$ cat src/rtl/temp_sensor_pkg.sv
// temp_sensor_pkg: shared FSM state, default timing parameters and averaging depth
package temp_sensor_pkg;
  typedef enum logic [1:0] {IDLE, SETUP, SHIFT, DONE} state_t;
  localparam int DEF_CLK_DIV = 10;
  localparam int DEF_DATA_BITS = 16;
  localparam int AVG_DEPTH = 4;
endpackage

$ cat src/rtl/temp_sensor_reader_shift.sv
// temp_spi_shift: SCLK divider, bit counter and MSB-first MISO shift register
module temp_spi_shift
  import temp_sensor_pkg::*;
#(
  parameter int CLK_DIV = DEF_CLK_DIV,
  parameter int DATA_BITS = DEF_DATA_BITS
) (
  input  logic                 clk_fix,
  input  logic                 rst_fix,
  input  logic                 start,
  input  logic                 abort,
  input  logic                 miso,
  output logic                 busy,
  output logic                 sclk,
  output logic                 frame_valid,
  output logic [DATA_BITS-1:0] frame
);
  localparam int CW = $clog2(CLK_DIV);
  localparam int BW = $clog2(DATA_BITS);
  localparam logic [CW-1:0] DIV_MAX = CW'(CLK_DIV - 1);
  localparam logic [BW-1:0] BIT_MAX = BW'(DATA_BITS - 1);
  logic                 setup;
  logic                 tick;
  logic [CW-1:0]        div;
  logic [BW-1:0]        bit_cnt;
  logic [DATA_BITS-1:0] sh;
  always_comb begin
    tick = busy && div == DIV_MAX;
    frame = {sh[DATA_BITS-2:0], miso};
    frame_valid = tick && !setup && sclk && bit_cnt == BIT_MAX;
  end
  // setup phase keeps SCLK high for one divider period before the first bit
  always_ff @(posedge clk_fix) begin
    if (rst_fix || abort) begin
      busy <= 1'b0;
      setup <= 1'b0;
      sclk <= 1'b1;
      div <= '0;
      bit_cnt <= '0;
      sh <= '0;
    end else if (start) begin
      busy <= 1'b1;
      setup <= 1'b1;
      div <= '0;
      bit_cnt <= '0;
    end else if (busy) begin
      div <= tick ? '0 : div + 1'b1;
      if (tick && setup) begin
        setup <= 1'b0;
        sclk <= 1'b0;
      end else if (tick && !sclk) begin
        sclk <= 1'b1;
      end else if (tick) begin
        sh <= frame;
        sclk <= frame_valid;
        busy <= !frame_valid;
        bit_cnt <= frame_valid ? '0 : bit_cnt + 1'b1;
      end
    end
  end
endmodule

$ cat src/rtl/temp_sensor_reader.sv
// temp_sensor_reader: SPI mode-3 temperature read engine; TEMP_AVG_EN enables 4-reading signed averaging
module temp_sensor_reader
  import temp_sensor_pkg::*;
#(
  parameter int CLK_DIV = DEF_CLK_DIV,
  parameter int DATA_BITS = DEF_DATA_BITS
) (
  input  logic                 clk_fix,
  input  logic                 rst_fix,
  input  logic                 cs_n_req,
  input  logic                 spi_miso,
  output logic                 spi_sclk,
  output logic                 spi_cs_n,
  output logic [DATA_BITS-1:0] temp_data,
  output logic                 temp_valid,
  output logic                 temp_done
);
  state_t               state, state_nx;
  logic                 req_q;
  logic [1:0]           miso_sync;
  logic                 start, abort, pub, busy, frame_valid;
  logic [DATA_BITS-1:0] frame;
  logic                 done_set, data_set;
  logic [DATA_BITS-1:0] data_nx;
  temp_spi_shift #(.CLK_DIV(CLK_DIV), .DATA_BITS(DATA_BITS)) u_shift (
    .clk_fix    (clk_fix),
    .rst_fix    (rst_fix),
    .start      (start),
    .abort      (abort),
    .miso       (miso_sync[1]),
    .busy       (busy),
    .sclk       (spi_sclk),
    .frame_valid(frame_valid),
    .frame      (frame)
  );
  always_comb begin
    state_nx = state;
    start = 1'b0;
    abort = 1'b0;
    pub = 1'b0;
    case (state)
      IDLE: if (!req_q && !temp_done) begin
        state_nx = SETUP;
        start = 1'b1;
      end
      SETUP, SHIFT: if (req_q) begin
        state_nx = IDLE;
        abort = 1'b1;
      end else if (frame_valid) begin
        state_nx = DONE;
        pub = 1'b1;
      end else if (state == SETUP && busy && !spi_sclk) begin
        state_nx = SHIFT;
      end
      DONE: if (req_q) state_nx = IDLE;
      default: state_nx = IDLE;
    endcase
  end
`ifdef TEMP_AVG_EN
  logic [DATA_BITS-1:0]        hist [AVG_DEPTH];
  logic                        pub_q;
  logic signed [DATA_BITS+1:0] sum;
  always_comb begin
    sum = '0;
    for (int i = 0; i < AVG_DEPTH; i++) sum = sum + {{2{hist[i][DATA_BITS-1]}}, hist[i]};
    done_set = pub_q;
    data_set = pub_q;
    data_nx = sum[DATA_BITS+1:2];
  end
  // the first reading after reset seeds the whole history so the mean starts settled
  always_ff @(posedge clk_fix) begin
    if (rst_fix) begin
      pub_q <= 1'b0;
      for (int i = 0; i < AVG_DEPTH; i++) hist[i] <= '0;
    end else begin
      pub_q <= pub;
      if (pub) begin
        hist[0] <= frame;
        for (int i = 1; i < AVG_DEPTH; i++) hist[i] <= temp_valid ? hist[i-1] : frame;
      end
    end
  end
`else
  always_comb begin
    done_set = pub;
    data_set = pub;
    data_nx = frame;
  end
`endif
  always_ff @(posedge clk_fix) begin
    if (rst_fix) begin
      state <= IDLE;
      req_q <= 1'b1;
      miso_sync <= '0;
      spi_cs_n <= 1'b1;
      temp_data <= '0;
      temp_valid <= 1'b0;
      temp_done <= 1'b0;
    end else begin
      state <= state_nx;
      req_q <= cs_n_req;
      miso_sync <= {miso_sync[0], spi_miso};
      spi_cs_n <= !(state_nx == SETUP || state_nx == SHIFT);
      if (pub) temp_valid <= 1'b1;
      if (state == DONE && req_q) temp_done <= 1'b0;
      else if (done_set) temp_done <= 1'b1;
      if (data_set) temp_data <= data_nx;
    end
  end
endmodule

$ cat config.mk
export PLATFORM = sky130hd
export DESIGN_NAME = temp_sensor_reader
export DESIGN_NICKNAME = d
export VERILOG_FILES = /design/src/rtl/temp_sensor_pkg.sv /design/src/rtl/temp_sensor_reader_shift.sv /design/src/rtl/temp_sensor_reader.sv
export SDC_FILE = /design/constraint.sdc
export NUM_CORES = 1
export LEC_CHECK = 0
export ABC_CLOCK_PERIOD_IN_PS = 1850
export CORE_UTILIZATION = 35
export DETAILED_ROUTE_END_ITERATION = 7
export DONT_BUFFER_PORTS = 1
export PLACE_DENSITY_LB_ADDON = 0.1
export SLEW_MARGIN = 20
export SYNTH_ARGS = -nofsm -noshare
export SYNTH_HDL_FRONTEND = slang
export SYNTH_SLANG_ARGS = --single-unit
$ cat constraint.sdc
create_clock -name clk_fix -period 1.85 [get_ports clk_fix]
set_input_delay 0.37 -clock clk_fix [delete_from_list [all_inputs] [get_ports clk_fix]]
set_output_delay 0.37 -clock clk_fix [all_outputs]
set_load 0.1 [all_outputs]
==> metrics <==
die span in y between 70 and 80 µm; layout cell share with drive strength beyond 1 0.237; Max Fanout on Critical Path 4; netlist area before placement 2100 µm²; Critical Path AT 1.90 ns; worst hold start rst_fix; worst-case setup margin in the final layout approximately 0.14 ns; maximum number of pins on one net before global-route repair 26; DRT Pass-1 Iters 4; count of final hold-check violations 0; startpoint class of the critical path flip-flop; Maximum Capacitance Violations 0; unrepaired setup endpoints after global routing no; worst-case setup slack after placement 0.102 ns; reg2reg setup slack 0.14 ns; count of distinct cell types in the synthesized netlist 38; GRT Total Usage 0.141; outcome finished, final reports clean; Clock transition at path regs 0.09 ns; Power Dens Cells 723 nW/µm²; category of the worst setup path capture point flip-flop; Final Net Count 256; worst setup skew after layout 0.00521 ns; path class of the lowest-slack min-delay path input pin to flip-flop; insertion delay of the later-clocked pin in the worst-skew pair around 0.30 ns; final setup fails 0; remaining number of nets flagged by the antenna check after routing 0; Final period util 0.922; buffering stage count on the worst path with inverters included 2; Via Count 1521; headroom to the max-slew limit 0.739; htree depth 2; floorplan die area 6330 µm²; total of buffers placed on input and output ports 0; DRC 0; hold endpoint temp_done; violation count after the first detailed-route iteration 101; reg-to-reg critical path endpoint spi_cs_n; Hold Buf Count CTS 0; number of global-route vias before repair 1500; final count of pins violating max slew 0; met3 wire length 173 µm; routed length on met2 1.85 mm; total grt overflow 0; number of core rows 27; post-layout min period 1.71 ns; core region area 5640 µm²; Max stage delay on crit path 0.35 ns; # IOs 24; Yosys reg bits 50; Placer Congestion 0.818; TritonCTS clock tree done; IR Drop Worst-Case VDD 0.491 mV; DRT met1 WL 1.91 mm; Setup TNS Final 0 ns; filler instances about 570; number of diodes 0; Lkg Pwr 0.949 nW; smallest hold slack 0.132 ns; global-route wire length before repair approximately 7.0 mm; die width 79.5 µm; critical path data required time 2.05 ns; number of vias per cell after detailed routing 4.80; routed wire length 4.00 mm; type of the worst setup path flip-flop to flip-flop; share of the core filled with cells 0.439; detailed placer's ending HPWL 2.76 mm; launching point of the worst reg2reg path state[0]; Mapped Nets 228; initial antenna violation count 0; Clock Sink Count 50; Reg2Reg Depth 8; cell depth of the worst min-delay path 1; slew at the pin closest to its max-slew limit 0.387 ns; buffers from clock root to sink, at most 2; clock tree root buffer cell sky130_fd_sc_hd__clkbuf_8; worst path cell trace inv_1, ha_1, nand4b_1, buf_4, nor4_2, a2111oi_2, xnor2_1, nand2b_1; Mapped Cells about 220; average routed wire per standard cell 12.6 µm; post-synthesis to final-layout area growth 17.7%; largest delay contributor family on the critical path flip-flops; slowest CP cell sky130_fd_sc_hd__dfxtp_1; highest metal used met4; Highest Clock Rate between 500 and 600 MHz; Avg Inst Size Synth 9.70 µm²; post-layout total power 0.00179 W; initial core utilization 0.373; part of the Yosys area used for sequential elements 0.476; number of warnings reported in the yosys synthesis log 0; CTS buffer count 5
==> flip-flops by register name, indices dropped and copies added, names as in the netlist, 2 cells and up <==
name and cells:
u_shift.bit_cnt 4, state 2, u_shift.sh 15, u_shift.div 4
miso_sync 2, temp_data 16
==> Yosys cell counts, drive strengths merged <==
cell type	instances	share of area
nor2b	3	0.0089
or3	1	0.0030
a2111oi	1	0.0071
mux2i	19	0.090
nand3b	1	0.0036
a21oi	22	0.070
a211o	1	0.0042
xnor2	2	0.0083
and3b	2	0.0083
nand2	41	0.077
and4b	1	0.0048
dfxtp	50	0.48
nor2	30	0.061
clkbuf	5	0.0089
and2	1	0.0030
nor3b	1	0.0089
xor2	3	0.012
a21o	1	0.0036
nor3	2	0.0048
a211oi	2	0.0095
nand2b	4	0.012
nor4	1	0.0030
ha	7	0.042
buf	5	0.029
o32a	1	0.0048
nand4	2	0.0059
or2	1	0.0030
nor4b	1	0.0042
o21ai	1	0.0024
nand4b	2	0.015
inv	3	0.0054
==> layout make-up <==
cell class	instances	area, µm²	area share
Multi-Input combinational cell	154	1020	0.413
Clock buffer	6	72.6	0.0293
Inverter	3	11.3	0.00455
Sequential cell	50	1000	0.405
Tap cell	72	90.1	0.0364
Timing Repair Buffer	31	270	0.109
Clock inverter	1	7.51	0.00303
==> logic make-up (layout without fill, tap and decap cells) <==
family	Yosys count	count (layout)	share of synthesized area
and+or+nand+nor	94	94	0.227
muxes	19	19	0.0904
DFF	50	50	0.476
buffers and inverters	13	41	0.0434
adders and majority gates	7	7	0.0416
xor gates and xnor gates	5	5	0.0208
AOI/OAI and AO/OA	29	29	0.102
==> how the worst max path moves through the flow <==
stage                   startpoint            end  slack (ns)  cells past startpoint
finish                    state[0]       spi_cs_n        0.14                      8
global route              state[0]       spi_cs_n        0.02                      8
CTS                       state[0]       spi_cs_n        0.08                      7
detailed placement        state[0]       spi_cs_n        0.10                      7
global placement    u_shift.div[0]       spi_cs_n        0.15                      6
floorplan                 state[0]  u_shift.sh[0]        0.08                      6
==> what timing repair did <==
action,4_1_cts,5_1_grt
buffers inserted,0,2
setup endpoints to repair,0,2
gates resized for setup,0,2
==> where the power goes <==
part           switching, W  internal (W)  leakage [nW]
clock              0.000347      0.000260        0.0373
sequential        0.0000141       0.00109         0.404
combinational     0.0000540     0.0000300         0.508
total              0.000415       0.00138         0.949
==> layer usage <==
layer  up-vias  GRT usage
met5         -          0
met4         0     0.0491
met3         7     0.0389
met2        23      0.230
met1       712      0.178
li1        779          -
==> per-stage QoR <==
step / instances / instance area, µm²
after global routing: 317 / 2480
final: 317 / 2480
after detailed placement: 308 / 2370
after floorplan: 217 / 2110
after global placement: 308 / 2370
after CTS: 315 / 2450
==> cells in the final DEF, fill, tap and decap left out, drive strengths merged, types with 4 or more instances in the layout <==
master / n
clkbuf: 6
nor2: 30
buf: 31
nand2b: 4
nand2: 41
dfxtp: 50
mux2i: 19
ha: 7
a21oi: 22
Power figures use the tool's default switching activity.
